==> src/rtl/para_seq.sv <==
// Measurement-window sequencer: gates sample-mover data into fixed-length windows
// separated by idle gaps, counts hit-detector events per window and reports one record per window.
module para_seq #(
    parameter int unsigned FLUSH_CYC = 4
) (
    input  logic        clk_sys,
    input  logic        rst_n,
    input  logic        cmd_start,
    input  logic        cmd_abort,
    input  logic [15:0] cfg_win,
    input  logic [15:0] cfg_gap,
    input  logic [7:0]  cfg_nwin,
    input  logic [15:0] sm_data,
    input  logic        sm_vld,
    output logic [15:0] gt_data,
    output logic        gt_vld,
    input  logic [15:0] ph_ring,
    input  logic        ph_vld,
    output logic [15:0] res_hits,
    output logic [15:0] res_ring,
    output logic [7:0]  res_idx,
    output logic        res_vld,
    output logic        busy,
    output logic        done
);
    typedef enum logic [2:0] {S_IDLE, S_RUN, S_FLUSH, S_REPORT, S_GAP} state_t;

    typedef struct packed {
        logic [15:0] win;
        logic [15:0] gap;
        logic [7:0]  nwin;
    } cfg_t;

    localparam logic [7:0] FLUSH_LAST = 8'(FLUSH_CYC - 1);

    state_t      state_q, state_d;
    cfg_t        cfg_q;
    logic [15:0] sample_cnt, gap_cnt, hit_cnt, ring_reg;
    logic [7:0]  flush_cnt, win_idx;
    logic [15:0] res_hits_q, res_ring_q;
    logic [7:0]  res_idx_q;

    logic start_ok, last_smp, flush_end, gap_end, last_win, report, accept, hit_en;

    assign start_ok  = cmd_start && !cmd_abort && (cfg_win != 16'd0);
    assign last_smp  = sm_vld && (sample_cnt == cfg_q.win - 16'd1);
    assign flush_end = (flush_cnt == FLUSH_LAST);
    assign gap_end   = (gap_cnt == cfg_q.gap - 16'd1);
    assign last_win  = (cfg_q.nwin != 8'd0) && (win_idx == cfg_q.nwin - 8'd1);
    // abort suppresses the report that would otherwise be emitted this cycle
    assign report    = (state_q == S_REPORT) && !cmd_abort;
    assign accept    = (state_q == S_RUN) && sm_vld && !cmd_abort;
    assign hit_en    = (state_q == S_RUN) || (state_q == S_FLUSH);

    always_comb begin
        state_d = state_q;
        case (state_q)
            S_IDLE:   if (start_ok) state_d = S_RUN;
            S_RUN:    if (last_smp) state_d = S_FLUSH;
            S_FLUSH:  if (flush_end) state_d = S_REPORT;
            S_REPORT: begin
                if (last_win)                 state_d = S_IDLE;
                else if (cfg_q.gap != 16'd0)  state_d = S_GAP;
                else                          state_d = S_RUN;
            end
            S_GAP:    if (gap_end) state_d = S_RUN;
            default:  state_d = S_IDLE;
        endcase
        if (state_q != S_IDLE && cmd_abort) state_d = S_IDLE;
    end

    always_ff @(posedge clk_sys) begin
        if (rst_n) begin
            state_q    <= S_IDLE;
            cfg_q      <= '0;
            sample_cnt <= '0;
            gap_cnt    <= '0;
            flush_cnt  <= '0;
            hit_cnt    <= '0;
            ring_reg   <= '0;
            win_idx    <= '0;
            gt_vld     <= 1'b0;
            gt_data    <= '0;
            res_hits_q <= '0;
            res_ring_q <= '0;
            res_idx_q  <= '0;
        end else begin
            state_q <= state_d;
            gt_vld  <= accept;
            if (accept) gt_data <= sm_data;
            case (state_q)
                S_IDLE: if (start_ok) begin
                    cfg_q      <= '{win: cfg_win, gap: cfg_gap, nwin: cfg_nwin};
                    sample_cnt <= '0;
                    hit_cnt    <= '0;
                    ring_reg   <= '0;
                    win_idx    <= '0;
                end
                S_RUN: begin
                    flush_cnt <= '0;
                    if (sm_vld) sample_cnt <= sample_cnt + 16'd1;
                end
                S_FLUSH: flush_cnt <= flush_cnt + 8'd1;
                S_REPORT: if (report) begin
                    res_hits_q <= hit_cnt;
                    res_ring_q <= ring_reg;
                    res_idx_q  <= win_idx;
                    if (!last_win) begin
                        win_idx    <= win_idx + 8'd1;
                        sample_cnt <= '0;
                        hit_cnt    <= '0;
                        ring_reg   <= '0;
                        gap_cnt    <= '0;
                    end
                end
                S_GAP: gap_cnt <= gap_cnt + 16'd1;
                default: ;
            endcase
            if (hit_en && ph_vld) begin
                if (hit_cnt != 16'hFFFF) hit_cnt <= hit_cnt + 16'd1;
                ring_reg <= ph_ring;
            end
        end
    end

    assign busy     = (state_q != S_IDLE);
    assign res_vld  = report;
    assign done     = report && last_win;
    assign res_hits = report ? hit_cnt  : res_hits_q;
    assign res_ring = report ? ring_reg : res_ring_q;
    assign res_idx  = report ? win_idx  : res_idx_q;
endmodule

==> config.mk <==
export PLATFORM = sky130hd
export DESIGN_NAME = para_seq
export DESIGN_NICKNAME = d
export VERILOG_FILES = /design/src/rtl/para_seq.sv
export SDC_FILE = /design/constraint.sdc
export NUM_CORES = 1
export LEC_CHECK = 0
export ABC_AREA = 1
export CAP_MARGIN = 20
export CELL_PAD_IN_SITES_DETAIL_PLACEMENT = 1
export CELL_PAD_IN_SITES_GLOBAL_PLACEMENT = 1
export CORE_MARGIN = 4
export CORE_UTILIZATION = 44
export CTS_BUF_LIST = sky130_fd_sc_hd__clkbuf_4 sky130_fd_sc_hd__clkbuf_8
export DETAILED_ROUTE_END_ITERATION = 10
export DONT_BUFFER_PORTS = 1
export PLACE_DENSITY = 0.8
export SYNTH_ARGS = -nofsm -noshare
export SYNTH_HDL_FRONTEND = slang
export SYNTH_SLANG_ARGS = --single-unit
==> constraint.sdc <==
create_clock -name clk_sys -period 2.3 [get_ports clk_sys]
set_input_delay 0.345 -clock clk_sys [delete_from_list [all_inputs] [get_ports clk_sys]]
set_output_delay 0.345 -clock clk_sys [all_outputs]
set_load 0.01 [all_outputs]
==> results of run 1 <==
-- layer usage --
layer	track usage, %	vias up
met1	31.38	4732
met3	4.169	107
li1	-	4601
met2	46.69	270
met4	8.915	2
met5	0	-
-- final cells by class --
type                    instances  area share, %
clock inverters                15          1.727
repair buffers                104          9.835
inverters                     147          4.822
well taps                     275          2.914
flip-flops and latches        180          30.70
multi-input cells            1021          48.02
clock buffers                  17          1.982
-- report_power, final --
group	switching, mW	internal (mW)	total (mW)	leakage, nW
sequential	0.425	3.49	3.92	1.47
clock	1.49	0.855	2.34	0.214
combinational	3.07	1.63	4.70	3.35
-- final timing paths --
path | start | end | slack, ns | depth (start not counted)
max | cfg_q[2] | done | -0.07 | 9
min | cfg_gap[12] | cfg_q[20] | 0.03 | 2
max reg2reg | hit_cnt[0] | hit_cnt[13] | 0.03 | 10
min reg2reg | flush_cnt[7] | flush_cnt[7] | 0.48 | 1
-- critical path, stage by stage (launching register included) --
cell,delay [ns]
dfxtp_2,0.36
inv_1,0.17
nand3_2,0.14
nor2_1,0.16
nand2_1,0.11
nand3b_1,0.10
nand2_1,0.10
nor2_4,0.15
nand3_4,0.10
nor2_4,0.15
-- cell usage in the layout (no fill, tap or decap), types with 8 or more instances in the layout --
master         instances
nand3_1               95
nand4_1               12
inv_1                 98
buf_4                 39
o21ai_0               71
nand2_1              277
clkbuf_8              17
or2_4                 14
inv_2                 42
clkinv_8               8
xor2_1                44
nor3_1                14
dfxtp_2               11
nor2_2                 8
xnor2_1               23
a21oi_1              105
dlygate4sd3_1         48
or2_2                 34
nor2_1               210
nor2_4                 8
nand3b_1               9
o21ai_4               35
dfxtp_1              167
ha_1                   8
-- logic make-up (layout without fill, tap and decap cells) --
logic type / Yosys count / count (layout)
and+or+nand+nor: 713 / 714
AOI/OAI and AO/OA: 228 / 228
buffers and inverters: 199 / 283
DFF: 180 / 180
xor gates and xnor gates: 69 / 69
adders and majority gates: 10 / 10
-- repair_timing --
action	4_1_cts	5_1_grt
endpoints found under the setup margin	41	93
pin swaps	11	11
gates resized for setup	173	62
hold buffers	49	0
setup buffers	18	5
hold endpoints to repair	141	0
gates cloned	5	6
==> impl_metrics.ini, run 1 <==
[outcome]
status = finished with violations
violations = setup timing

[setup_path]
cp_data_required_time_ns = 1.96
cp_data_arrival_time_ns = 2.03
endpoint_kind = primary output
cp-start-kind = register
worst-setup-path-type = reg2out
path_max_fanout = 3

[cts]
htree_levels = 4
numCtsBuffers = 17
cts_buffer_depth = 2
cts.sinks = 180
worst_skew_pair.late_latency_ns = 0.50
tritoncts = done
clk_pin_slew_ns = 0.11
cts_root_buf = clkbuf_8

[yosys]
synth_xor_area_share_pct = 6.521
muxShareOfSynthArea_pct = 0
yosysSeqAreaShare_pct = 38.02
synth_seq_cells = 180
synth_fp_nets = 1487
synth-edff-count = 0
ys_top_cells_by_count = nand2_1 (282), nor2_1 (221), dfxtp_1 (180)
synthAdderAreaFrac_pct = 1.320
synth_top_cell_area_share_pct = 38.02
synthSimpleGateAreaFrac_pct = 33.36
synthFlopType = dfxtp_1
ys_types = 42
synth_area_mm2 = 0.009478
yosys_warnings = 0
async_flop_share_pct = 0
post-synth-top-count-cell = nand2_1
synth_top_family_by_area = simple AND/OR/NAND/NOR gates
synth_top_area_cell = dfxtp_1
syn_avg_cell_area_um2 = 6.775
syn-instance-count = 1399
synth_compound_area_share_pct = 12.34
synth_area_leaders = dfxtp_1 (38%), nand2_1 (11%), nor2_1 (8.8%)

[drt]
drc = 0
drt_iter0_drc = 626
antenna_left = 0
wl_met3_mm = 1.468
top_layer_used = met5
drt-total-wl_mm = 34.66
wl_per_cell_um = 19.70
viasPerCell = 5.521
met2_length_mm = 17.62
first_pass_iters = 5
m1WireLength_mm = 14.24
vias = 9712

[floorplan]
dieArea_mm2 = 0.02395
die_width_um = 154.8
start_util_pct = 44.94
coreArea_mm2 = 0.02109
core.rowCount = 53
io_pins = 138
die_h_um = 154.8

[layout]
finish.utilization_pct = 55.99
multiInputGateArea_mm2 = 0.005669
area_delta_synth_final_pct = 24.57
fin_area_mm2 = 0.01181
largest_reg_flops = 40
regArea_mm2 = 0.003625
nNetsFinal = 1559
stdcell_count = 1759
insertedDiodeCount = 0
post_route_cells_drive_above_1_share_pct = 18.67
top_register = cfg_q
nFillCells = 2642

[timing]
setup_viol = 1
hold_ws_ns = 0.02814
post-route-period-util_pct = 103.2
slew_violations = 0
fmax_mhz = 421.3
finClkSkew_ns = 0.02201
grt_setup_unrepaired = true
slew_headroom_pct = 64.82
fin_ws_ns = -0.07388
finalHoldViolCount = 0
setup_tns_ns = -0.07388
period_minus_slack_ns = 2.374
tightest_slew_ns = 0.5228

[grt]
grt_pass1_vias = 9847
grt_usage_pct = 25.95
grt_max_degree = 110
overflow = 0
grt_pass1_wl_mm = 50.49
antenna_found_initial = 1

[place]
io_buffers = 0
hpwl_mm = 19.52
placed_cells = 1646
dp_slack_ns = 0.05851
placedInstanceArea_mm2 = 0.009782
place_congestion = 0.8423

[pwr]
vdd_drop_max_mv = 0.5630
leakagePower_nw = 5.030
powerDensity_mw_per_mm2 = 928.5
power_mw = 10.96

[min_path]
min_path_type = in2reg

[run]
max_cap_viol_count = 0
Note: power is estimated with default switching activity, not from simulation.
==> inputs of run 2 (changes only) <==
--- a/config.mk
+++ b/config.mk
@@ -7,7 +7,7 @@
 export LEC_CHECK = 0
 export ABC_AREA = 1
 export CAP_MARGIN = 20
-export CELL_PAD_IN_SITES_DETAIL_PLACEMENT = 1
+export CELL_PAD_IN_SITES_DETAIL_PLACEMENT = 0
 export CELL_PAD_IN_SITES_GLOBAL_PLACEMENT = 1
 export CORE_MARGIN = 4
 export CORE_UTILIZATION = 44
==> run 2 against run 1 <==
  * The run still ends with setup timing left
  * Flip-flop and latch count is the same
  * Via count down 9.2%
  * First-iteration DRC count is 12% lower
  * Combinational power is 12% lower
  * Core utilization decreased by 2.3 points
  * Power shrank 5.1%
  * Largest cell class unchanged
  * Highest routed layer is now met4
==> impl_metrics.ini, run 2 (synthesis gave the netlist of run 1 again) <==
[min_path]
min_path_type = in2reg

[timing]
grt_setup_unrepaired = true
setup_tns_ns = -0.03033
hold_ws_ns = 0.02473
slew_violations = 0
tightest_slew_ns = 0.6786
period_minus_slack_ns = 2.307
fin_ws_ns = -0.007102
setup_viol = 7
finClkSkew_ns = 0.02366
fmax_mhz = 433.4
slew_headroom_pct = 54.61
finalHoldViolCount = 0
post-route-period-util_pct = 100.3

[place]
placed_cells = 1646
hpwl_mm = 17.15
placedInstanceArea_mm2 = 0.009782
io_buffers = 0
dp_slack_ns = 0.1369
place_congestion = 0.8423

[floorplan]
dieArea_mm2 = 0.02395
io_pins = 138
die_h_um = 154.8
start_util_pct = 44.94
core.rowCount = 53
die_width_um = 154.8
coreArea_mm2 = 0.02109

[cts]
numCtsBuffers = 17
htree_levels = 4
tritoncts = done
clk_pin_slew_ns = 0.11
worst_skew_pair.late_latency_ns = 0.48
cts_root_buf = clkbuf_8
cts.sinks = 180
cts_buffer_depth = 2

[layout]
largest_reg_flops = 40
post_route_cells_drive_above_1_share_pct = 16.42
final_cell_mix = nand2_1 (281), nor2_1 (216), dfxtp_1 (172)
fin_area_mm2 = 0.01131
nFillCells = 2087
top_register = cfg_q
area_delta_synth_final_pct = 19.34
nNetsFinal = 1537
layout_commonest_cell = nand2_1
finish.utilization_pct = 53.64
stdcell_count = 1738

[drt]
drt_iter0_drc = 551
viasPerCell = 5.075
drc = 0
antenna_left = 0
vias = 8820
drt-total-wl_mm = 26.25
wl_per_cell_um = 15.10
first_pass_iters = 5

[pwr]
vdd_drop_max_mv = 0.6255
p_comb_share_pct = 39.8
switching_share_pct = 43.19
leakagePower_nw = 4.881
clkPwrFrac_pct = 23.0
power.internal_mw = 5.911
seqPwrFrac_pct = 37.1
p_switching_mw = 4.493
power_mw = 10.40
powerDensity_mw_per_mm2 = 919.8

[grt]
antenna_found_initial = 1
grt_max_degree = 109
overflow = 0
grt_pass1_vias = 8428
grt_pass1_wl_mm = 41.45
grt_usage_pct = 20.97

[setup_path]
cp_cell_sequence = inv_2 -> nand2_4 -> nor2_4 -> inv_2 -> buf_6 -> nor2_4 -> buf_12 -> inv_8 -> buf_12 -> o21ai_1 -> inv_1
path_max_fanout = 10
cp-start-kind = register
slowest_delay_ns = 0.35
cpLargestDelayFamily = buffers and inverters
critPathSlowestCell = dfxtp_2
worst-setup-path-type = reg2out
endpoint_kind = primary output
crit_buf_inv = 7
cp_data_arrival_time_ns = 1.96
cp_data_required_time_ns = 1.96

[outcome]
status = finished with violations
violations = setup timing

[run]
max_cap_viol_count = 0
## run 2: cell types whose count changed in the layout (fill, tap and decap cells not counted), moves of 4 or more
| cell | before | now |
|---|---|---|
| o21ai_4 | 35 | 15 |
| o21ai_2 | 6 | 23 |
| dlygate4sd3_1 | 48 | 38 |
| buf_4 | 39 | 30 |
| nor2_1 | 210 | 216 |
| dfxtp_1 | 167 | 172 |
| dfxtp_2 | 11 | 6 |
| nand2_1 | 277 | 281 |
| nor2_2 | 8 | 4 |
## run 2: layout make-up
| cell class | count | area (µm²) | share of cell area, % |
|---|---|---|---|
| inverters | 147 | 566.8 | 5.011 |
| repair buffers | 83 | 907.1 | 8.020 |
| clock buffers | 17 | 234.0 | 2.069 |
| well taps | 275 | 344.1 | 3.042 |
| multi-input cells | 1020 | 5420 | 47.92 |
| clock inverters | 15 | 217.7 | 1.925 |
| flip-flops and latches | 180 | 3618 | 31.99 |
| diodes | 1 | 2.502 | 0.02212 |
## run 2: timing repair
item,4_1_cts,5_1_grt
cloned,2,6
resized for setup,114,65
hold endpoints to repair,132,0
setup endpoints to repair,41,61
pin swaps,5,5
setup buffers,4,8
hold buffers,39,0
## run 2: final timing paths
check	startpoint	end	slack, ns	depth (start not counted)
max	state_q[2]	res_hits[13]	-0.007	11
min	cfg_win[6]	cfg_q[30]	0.02	2
min reg2reg	ring_reg[1]	ring_reg[1]	0.48	2
max reg2reg	hit_cnt[0]	hit_cnt[2]	0.18	10
## run 2: worst reg2reg max path: cells and delay by family (launching register included)
| kind | cells | cell delay (ns) |
|---|---|---|
| compound gates | 1 | 0.15 |
| buf+inv | 1 | 0.21 |
| flops | 1 | 0.46 |
| fa+ha+maj | 1 | 0.23 |
| simple gates | 7 | 1.02 |
## run 2: routing by layer
layer,wire [µm],vias up,GRT usage [%]
met1,12140,4053,27.52
met5,0,-,0
li1,-,4562,-
met2,12500,171,35.11
met3,1066,34,4.141
met4,551,0,6.098
## run 2: power groups by stage
stage | Sequential, mW | Combinational, mW | Clock, mW
finish | 3.86 | 4.15 | 2.40
detailed placement | 3.88 | 3.70 | 0
CTS | 3.83 | 3.96 | 2.45
global route | 3.91 | 4.71 | 2.56
global placement | 3.88 | 3.67 | 0
floorplan | 3.78 | 3.02 | 0
